**config.mk**
```make
export PLATFORM = sky130hd
export DESIGN_NAME = level_meter_ctrl
export DESIGN_NICKNAME = d
export VERILOG_FILES = /design/src/rtl/level_meter_ctrl.sv
export SDC_FILE = /design/constraint.sdc
export NUM_CORES = 1
export LEC_CHECK = 0
export CAP_MARGIN = 20
export CORE_AREA = 8 8 132 134
export DETAILED_ROUTE_END_ITERATION = 7
export DIE_AREA = 0 0 140 142
export GPL_ROUTABILITY_DRIVEN = 1
export PLACE_DENSITY = 0.65
export SLEW_MARGIN = 20
export SYNTH_ARGS = -nofsm -noshare
export SYNTH_HDL_FRONTEND = slang
export SYNTH_SLANG_ARGS = --single-unit
```
**constraint.sdc**
```tcl
create_clock -name clock -period 3.7 [get_ports clock]
set_input_delay 0.74 -clock clock [delete_from_list [all_inputs] [get_ports clock]]
set_output_delay 0.74 -clock clock [all_outputs]
set_load 0.05 [all_outputs]
```
**src/rtl/level_meter_ctrl.sv**
```systemverilog
// level_meter_ctrl: turns a channel-tagged sample stream into four 4-bit bar
// levels. Peaks are tracked per frame. On each frame tick a sequencer walks
// the channels and applies peak-hold followed by a slow decay.
module level_meter_ctrl #(
  parameter int SAMPLE_W     = 8,
  parameter int HOLD_FRAMES  = 30,
  parameter int DECAY_FRAMES = 4
) (
  input  logic                clock,
  input  logic                reset,
  input  logic                ena,
  input  logic                sample_valid,
  input  logic [1:0]          sample_ch,
  input  logic [SAMPLE_W-1:0] sample,
  input  logic                frame_tick,
  output logic [3:0]          s1,
  output logic [3:0]          s2,
  output logic [3:0]          s3,
  output logic [3:0]          s4,
  output logic                update,
  output logic                busy
);

  localparam logic [7:0] HOLD_INIT  = 8'(HOLD_FRAMES);
  localparam logic [7:0] DECAY_LAST = 8'(DECAY_FRAMES - 1);

  typedef enum logic [2:0] {IDLE, UPD0, UPD1, UPD2, UPD3, DONE} state_t;

  state_t          state_q, state_d;
  logic [3:0][3:0] pk_q, pk_d;
  logic [3:0][3:0] d_q, d_d;
  logic [3:0][7:0] h_q, h_d;
  logic [3:0][7:0] c_q, c_d;
  logic            update_q, update_d;
  logic            busy_q, busy_d;

  logic [SAMPLE_W-1:0] neg;
  logic [SAMPLE_W-2:0] mag;
  logic [3:0]          lvl;
  logic                upd_en;
  logic [1:0]          upd_ch;

  // Sample magnitude with the most negative code saturated, top 4 bits as level
  always_comb begin
    neg = -sample;
    mag = sample[SAMPLE_W-2:0];
    if (sample[SAMPLE_W-1]) begin
      mag = neg[SAMPLE_W-1] ? '1 : neg[SAMPLE_W-2:0];
    end
    lvl = mag[SAMPLE_W-2 -: 4];
  end

  // Sequencer next-state, per-channel hold/decay and peak capture
  always_comb begin
    state_d  = state_q;
    pk_d     = pk_q;
    d_d      = d_q;
    h_d      = h_q;
    c_d      = c_q;
    update_d = 1'b0;
    busy_d   = busy_q;
    upd_en   = 1'b0;
    upd_ch   = 2'd0;

    unique case (state_q)
      IDLE: begin
        if (frame_tick) begin
          state_d = UPD0;
          busy_d  = 1'b1;
        end
      end
      UPD0: begin
        upd_en  = 1'b1;
        upd_ch  = 2'd0;
        state_d = UPD1;
      end
      UPD1: begin
        upd_en  = 1'b1;
        upd_ch  = 2'd1;
        state_d = UPD2;
      end
      UPD2: begin
        upd_en  = 1'b1;
        upd_ch  = 2'd2;
        state_d = UPD3;
      end
      UPD3: begin
        upd_en   = 1'b1;
        upd_ch   = 2'd3;
        update_d = 1'b1;
        state_d  = DONE;
      end
      DONE: begin
        busy_d  = 1'b0;
        state_d = IDLE;
      end
      default: state_d = IDLE;
    endcase

    if (upd_en) begin
      if (pk_q[upd_ch] > d_q[upd_ch]) begin
        d_d[upd_ch] = pk_q[upd_ch];
        h_d[upd_ch] = HOLD_INIT;
        c_d[upd_ch] = '0;
      end else if (h_q[upd_ch] != '0) begin
        h_d[upd_ch] = h_q[upd_ch] - 8'd1;
      end else if (c_q[upd_ch] == DECAY_LAST) begin
        c_d[upd_ch] = '0;
        if (d_q[upd_ch] != '0) begin
          d_d[upd_ch] = d_q[upd_ch] - 4'd1;
        end
      end else begin
        c_d[upd_ch] = c_q[upd_ch] + 8'd1;
      end
      pk_d[upd_ch] = '0;
    end

    // A sample for the channel being refreshed starts the next frame's peak
    if (sample_valid) begin
      if (upd_en && (sample_ch == upd_ch)) begin
        pk_d[sample_ch] = lvl;
      end else if (lvl > pk_q[sample_ch]) begin
        pk_d[sample_ch] = lvl;
      end
    end
  end

  // State registers, frozen while ena is low
  always_ff @(posedge clock or posedge reset) begin
    if (reset) begin
      state_q  <= IDLE;
      pk_q     <= '0;
      d_q      <= '0;
      h_q      <= '0;
      c_q      <= '0;
      update_q <= 1'b0;
      busy_q   <= 1'b0;
    end else if (ena) begin
      state_q  <= state_d;
      pk_q     <= pk_d;
      d_q      <= d_d;
      h_q      <= h_d;
      c_q      <= c_d;
      update_q <= update_d;
      busy_q   <= busy_d;
    end
  end

  assign s1     = d_q[0];
  assign s2     = d_q[1];
  assign s3     = d_q[2];
  assign s4     = d_q[3];
  assign update = update_q;
  assign busy   = busy_q;

endmodule
```
==> results of run 1 <==
[path summary, 6_finish.rpt]
kind | startpoint | end | depth (start not counted)
setup / recovery | state_q[0] | s2[3] | 13
hold / removal | c_q[19] | c_q[19] | 1
setup reg to reg | state_q[0] | s2[3] | 13
hold reg to reg | c_q[19] | c_q[19] | 1
max in group asynchronous | reset | state_q[0] | 3
min in group asynchronous | reset | s3[3] | 2
[cell families after synthesis]
family,after synthesis
AOI/OAI and AO/OA,134
xor gates and xnor gates,9
adders and majority gates,10
and+or+nand+nor,115
muxes,107
buffers and inverters,74
DFF,101
[critical path: stages, from the launching register on]
cell	delay (ns)
dfrtp_2	0.53
buf_4	0.21
mux2i_1	0.20
nor2_1	0.07
a221oi_2	0.29
inv_1	0.13
ha_1	0.30
or3_1	0.39
mux2i_4	0.19
buf_4	0.20
a211oi_4	0.05
buf_12	0.15
a211oi_4	0.37
mux2_1	0.37
[cell usage after synthesis (6+ instances only)]
library cell  instances  area [um2]
mux2_2               14         158
nor2_1               21        78.8
mux2_1               24         270
nor3_1               15        75.1
xnor2_1               7        61.3
a211oi_1              6        45.0
a22o_1               16         140
mux2i_1              60         601
dfrtp_1             101        2530
clkbuf_1             11        41.3
a21oi_1              14        70.1
buf_2                 7        35.0
inv_1                51         191
and2_1                7        43.8
o22ai_1               7        43.8
nand2_1              28         105
o21ai_0              24         120
ha_1                 10         125
nand3_1              12        60.1
a211oi_4              6         120
[area by class of cell]
cell class	instances	area, um2
clock buffer	11	233
clock inverter	2	37.5
fill	1424	8230
inverter	51	194
multi-input combinational	375	3210
sequential	101	2530
tap	192	240
timing repair buffer	86	751
[through the flow]
step / setup TNS [ns] / cells / utilization / area (um2) / hold WS [ns]
2_1_floorplan: 0 / 550 / - / 5990 / 0.457
3_3_place_gp: -2.51 / 804 / 0.443 / 6840 / 0.467
3_5_place_dp: -5.06 / 804 / 0.443 / 6840 / 0.481
4_1_cts: 0 / 817 / 0.461 / 7110 / 0.495
5_1_grt: 0 / 818 / 0.467 / 7200 / 0.501
6_report: 0 / 818 / 0.467 / 7200 / 0.493
[sequential cells by signal (all words and copies together) (netlist names)]
register,cells
s2,4
busy,1
update,1
s1,4
s4,4
state_q,3
c_q,32
pk_q,16
s3,4
h_q,32
[repair_timing]
item                                    CTS  global route
buffers inserted                          0             1
gates resized for setup                   1            17
pin swaps                                 0             3
endpoints found under the setup margin    3            49
[metal layers]
metal,GRT usage,vias up
li1,-,2164
met2,0.260,133
met4,0.0663,0
met5,0,-
met1,0.217,2346
met3,0.0349,30
==> qor.yml, run 1 <==
wirelength_mm: 15.8
finalMaxSlewViolations: 0
rsz0062_at_grt: "false"
avgRoutedWirePerCell_um: 19.3
dr_wl_met2_mm: 7.50
remaining_drc_errors: 0
cts-root-buf: "clkbuf_16"
worst_ep_arrival_time_ns: 3.80
fmaxAchievable_mhz: 281
top_layer: "met4"
synth_xor_xnor_area_share: 0.0132
layout-drive-gt1-share: 0.203
wl_met1_mm: 7.13
finish.net_count: 649
grt_pass1_vias: 4648
rows: 46
tightest_slew_ns: 0.844
ys_types: 67
synth_area_um2: 5980
dp_slack_ns: -0.376
dr.pass1.iters: 6
ys_seq_area_frac: 0.423
r2r_slack_ns: 0.15
worstPathRequired_ns: 3.94
synth_top_family_by_area: "multiplexers"
finalClockSkew_ns: 0.00639
crit_fanout: 11
synth_compound_area_frac: 0.187
fin_crit_ns: 3.55
cts_max_level: 3
status: "finished clean"
slew_headroom: 0.434
fin_crit_sh: 0.961
grt-ovfl-total: 0
dp_hpwl_mm: 11.4
cts_tree: "done"
cp-start-kind: "flop"
cts_buffers: 9
dieArea_um2: 19900
grt_util_all_layers: 0.165
synth_adder_area_share: 0.0209
ys_seq_elements: 101
vias: 4673
num_io_pins: 33
crit_type: "flop to flop"
final_cell_mix: "dfrtp_1, mux2i_1, buf_4, inv_1, clkdlybuf4s50_1"
clk_pin_slew_ns: 0.06
synth-edff-count: 0
place_congestion: 0.907
diodes: 0
area_growth_pct: 20.4
synthCells: 550
cts_num_sinks: 101
clock_tree.buffer_depth: 2
setup_violations: 0
hold_path_class: "flop to flop"
die_w_um: 140
drt-initial-drc-count: 305
insertion_delay_ns: 0.36
coreArea_um2: 15400
antenna_found_initial: 0
die_h_um: 142
ctsHoldBuffers: 0
grt_max_degree: 50
yosys_warnings: 0
drv_cap: 0
syn-num-nets: 575
async_reset_ff_frac: 1.00
start_util: 0.388
synthMuxAreaShare: 0.201
port_buffers: 32
hold_viol_final: 0
critPathCaptureType: "flop"
routed_via_density: 5.71
grt_first_pass_wirelength_mm: 25.7
avgSynthCellArea_um2: 10.9
antenna_left: 0
final_common_cell: "dfrtp_1"
fin_ws_ns: 0.146
synth-main-ff-cell: "dfrtp_1"
yosys.area_share.simple: 0.102
wl_met3_um: 794
Power of run 1 is not shown: default switching activity piles up to over one toggle a cycle in this logic, so the estimate is an artifact.
==> inputs of run 2 (changes only) <==
- HOLD_SLACK_MARGIN: not set -> 0.15
- SETUP_SLACK_MARGIN: not set -> 0.02
==> run 2 against run 1 <==
First-iteration DRC count decreased by 6.2%. Worst hold slack about the same. Highest routed layer unchanged. Via count increased by 0.17%. Critical path type is now input port to flop. Global-route usage unchanged. Cell area rose by 0.42%.
==> qor.yml, run 2 (same netlist as run 1, synthesis figures left out) <==
ctsHoldBuffers: 0
final_core_util: 0.469
rr_startpoint: "state_q[0]"
fin_crit_sh: 0.950
antenna_found_initial: 0
die_w_um: 140
dp_hpwl_mm: 11.4
drt-initial-drc-count: 286
setup-tns-final_ns: 0
drv_cap: 0
grt_first_pass_wirelength_mm: 25.7
layout-drive-gt1-share: 0.208
tightest_slew_ns: 0.829
finalMaxSlewViolations: 0
finish.net_count: 653
die_h_um: 142
fin_cells: 822
setup_violations: 0
area_growth_pct: 20.9
worstRegToRegCells: 13
port_buffers: 32
coreArea_um2: 15400
post_dp_cell_area_um2: 6840
clk_pin_slew_ns: 0.06
hold_path_class: "flop to flop"
grt-ovfl-total: 0
start_util: 0.388
crit_fanout: 4
placed_cells_incl_taps: 804
hold_viol_final: 0
hold_depth: 1
grt_pass1_vias: 4648
vias: 4681
antenna_left: 0
wirelength_mm: 15.7
grt_util_all_layers: 0.165
r2r_slack_ns: 0.22
fin_crit_ns: 3.51
routed_via_density: 5.69
rows: 46
final_common_cell: "dfrtp_1"
fin_area_um2: 7230
place_congestion: 0.907
cts_num_sinks: 101
dr.pass1.iters: 7
dieArea_um2: 19900
r2r_end: "s2[3]"
whs_endpoint: "c_q[19]"
cts_buffers: 9
status: "finished clean"
worst_ep_arrival_time_ns: 3.76
clock_tree.buffer_depth: 2
insertion_delay_ns: 0.36
top_regs: "c_q (32), h_q (32), pk_q (16)"
finalClockSkew_ns: 0.00638
crit_type: "input port to flop"
worstPathRequired_ns: 3.95
critPathCaptureType: "flop"
cts_max_level: 3
fmaxAchievable_mhz: 285
num_io_pins: 33
grt_max_degree: 50
diodes: 0
hold_start: "c_q[19]"
cp-start-kind: "input port"
remaining_drc_errors: 0
final_cell_mix: "dfrtp_1, mux2i_1, buf_4, inv_1, clkdlybuf4s50_1"
slew_headroom: 0.444
cts_tree: "done"
cts-root-buf: "clkbuf_16"
avgRoutedWirePerCell_um: 19.2
[run 2: changes by cell type in the layout (fill, tap and decap cells not counted)]
cell / before / now
buf_4: 52 / 56
[run 2: final cells by class]
| class | instances | area (um2) |
|---|---|---|
| clock buffers | 11 | 233 |
| clock inverters | 2 | 37.5 |
| fillers | 1422 | 8200 |
| repair buffers | 90 | 781 |
| inverters | 51 | 194 |
| well taps | 192 | 240 |
| multi-input cells | 375 | 3210 |
| flip-flops and latches | 101 | 2530 |
[run 2: metrics by stage]
stage	setup WS, ns	hold slack [ns]
finish	0.187	0.493
global route	-0.00805	0.501
CTS	0.0495	0.495
detailed placement	-0.376	0.481
global placement	-0.208	0.467
floorplan	0.0642	0.457
[run 2: what timing repair did]
| item | in CTS | in global routing |
|---|---|---|
| endpoints found under the setup margin | 6 | 58 |
| setup buffers | 0 | 5 |
| resized for setup | 2 | 16 |
| pin swaps | 0 | 4 |
[run 2: worst max path at each step]
stage | from | end | slack, ns | cells after the start
after global placement | sample[0] | pk_q[8] | -0.21 | 14
after detailed placement | sample[0] | pk_q[1] | -0.38 | 14
after CTS | sample[0] | pk_q[2] | 0.05 | 14
final | sample[0] | pk_q[2] | 0.19 | 14
after floorplan | state_q[0] | h_q[17] | 0.06 | 14
after global routing | sample[0] | pk_q[2] | -0.008 | 14
[run 2: layer usage]
metal	GRT usage	vias up	wire, um
met1	0.217	2343	7070
met4	0.0663	0	355
met2	0.260	140	7520
met3	0.0349	28	801
li1	-	2170	-
met5	0	-	0
[run 2: worst max-delay path: stages]
cell	delay, ns
clkdlybuf4s50_1	0.39
or3_1	0.39
or2_4	0.27
nor2_2	0.10
a21boi_0	0.09
o22a_1	0.22
ha_1	0.30
o21a_1	0.12
o21a_1	0.10
o21ai_0	0.08
buf_4	0.18
a2111oi_4	0.42
o21ai_2	0.13
a22o_1	0.24
Power of run 2 is left out for the same reason.
==> inputs of run 3 (changes only) <==
- SLEW_MARGIN: 20 -> 25
==> results of run 3 <==
Final layout, timing and power as in run 2 (identical DEF).
Power of run 3 is left out for the same reason.
==> RTL edit: new RTL, settings of run 2 <==
Encoding of `state_t`: now one-hot (6 bits for 6 states).
--- a/src/rtl/level_meter_ctrl.sv
+++ b/src/rtl/level_meter_ctrl.sv
@@ -24,7 +24,7 @@
   localparam logic [7:0] HOLD_INIT  = 8'(HOLD_FRAMES);
   localparam logic [7:0] DECAY_LAST = 8'(DECAY_FRAMES - 1);
 
-  typedef enum logic [2:0] {IDLE, UPD0, UPD1, UPD2, UPD3, DONE} state_t;
+  typedef enum logic [5:0] {IDLE = 6'b000001, UPD0 = 6'b000010, UPD1 = 6'b000100, UPD2 = 6'b001000, UPD3 = 6'b010000, DONE = 6'b100000} state_t;
 
   state_t          state_q, state_d;
   logic [3:0][3:0] pk_q, pk_d;
Function: same outputs for any inputs over 4 cycles, from zero or initial values and one cycle with reset high; so few cycles prove little.
==> RTL edit against run 2 <==
  * Final area up 5.5%
  * Setup slack worse by 99 ps
  * Critical path depth unchanged
  * Synthesized area down 4.1%
  * Critical path type is now flip-flop to flip-flop
  * Sequential cell count up 3
  * Routed wire length up 9.7%
  * Highest routed layer unchanged
==> RTL edit: results (changes against run 2) <==
Place WS - -464.7 ps (was -375.5 ps)
Final HPWL DP - 11880 um (was 11440 um)
share of the synthesized netlist area taken by xor and xnor gates - 2.139% (was 1.318%)
initial drt markers - 397 (was 286)
mux share of post-synthesis cell area - 10.39% (was 20.09%)
number of cells traversed by the worst hold path - 2 (was 1)
actual transition at the worst max-transition pin - 700.4 ps (was 828.6 ps)
detailed-route wire length on metal 1 - 7199 um (was 7068 um)
final routed wirelength across all metal layers - 17280 um (was 15750 um)
Synth Area per Inst - 10.42 sq um (was 10.87 sq um)
count of distinct cell types in the synthesized netlist - 72 (was 67)
filler-free cell count of the finished design - 867 (was 822)
NumNets Final - 696 (was 653)
met2 routed wirelength - 8566 um (was 7520 um)
result of the run - complete, no violations (unchanged)
grt met3 use - 4.696% (was 3.489%)
combinational family with the most area after synthesis - simple AND/OR/NAND/NOR gates (was multiplexers)
number of vias after detailed routing - 4994 (was 4681)
Placed Instances - 838 (was 804)
largest driver fanout on the critical path - 8 (was 4)
met2 Track Usage GR - 29.89% (was 25.97%)
met1 Track Usage GR - 21.32% (was 21.69%)
r2r startpoint - state_q[0] (unchanged)
Post-CTS Setup Repair Bufs - 4 (was 0)
total global-route track usage - 17.57% (was 16.46%)
largest cells by area after synthesis - sky130_fd_sc_hd__dfrtp_1 45%, sky130_fd_sc_hd__mux2_2 6.7%, sky130_fd_sc_hd__o21ai_0 4.2% (was sky130_fd_sc_hd__dfrtp_1 42%, sky130_fd_sc_hd__mux2i_1 10%, sky130_fd_sc_hd__mux2_1 4.5%)
placement-stage cell area - 0.006905 sq mm (was 0.006840 sq mm)
area fraction in compound gates after synthesis - 18.14% (was 18.71%)
class of the most critical setup path - flip-flop to flip-flop (was input port to flip-flop)
Crit-path slowest cell - sky130_fd_sc_hd__or4_4 (was sky130_fd_sc_hd__a2111oi_4)
## RTL edit: cell types whose count changed in the layout (fill, tap and decap cells not counted), moves of 19 or more
| cell | change |
|---|---|
| sky130_fd_sc_hd__buf_4 | +32 |
| sky130_fd_sc_hd__inv_1 | -35 |
| sky130_fd_sc_hd__mux2_2 | +19 |
| sky130_fd_sc_hd__mux2i_1 | -59 |
| sky130_fd_sc_hd__nand2_1 | +30 |
| sky130_fd_sc_hd__o21ai_0 | +19 |
## RTL edit: area by class of cell
cell class	instances	area [sq um]
inverters	16	62.56
clock buffers	11	242.7
flip-flops and latches	104	2605
multi-input cells	407	3236
fillers	1398	7801
clock inverters	4	76.32
well taps	192	240.2
repair buffers	133	1161
## RTL edit: worst max-delay path, delay by kind of cell (launching register included)
family          cells  cell delay, ps
compound gates      4             460
flops               1             380
buf+inv             3             460
mux                 1             290
simple gates        5            1530
fa+ha+maj           1             360
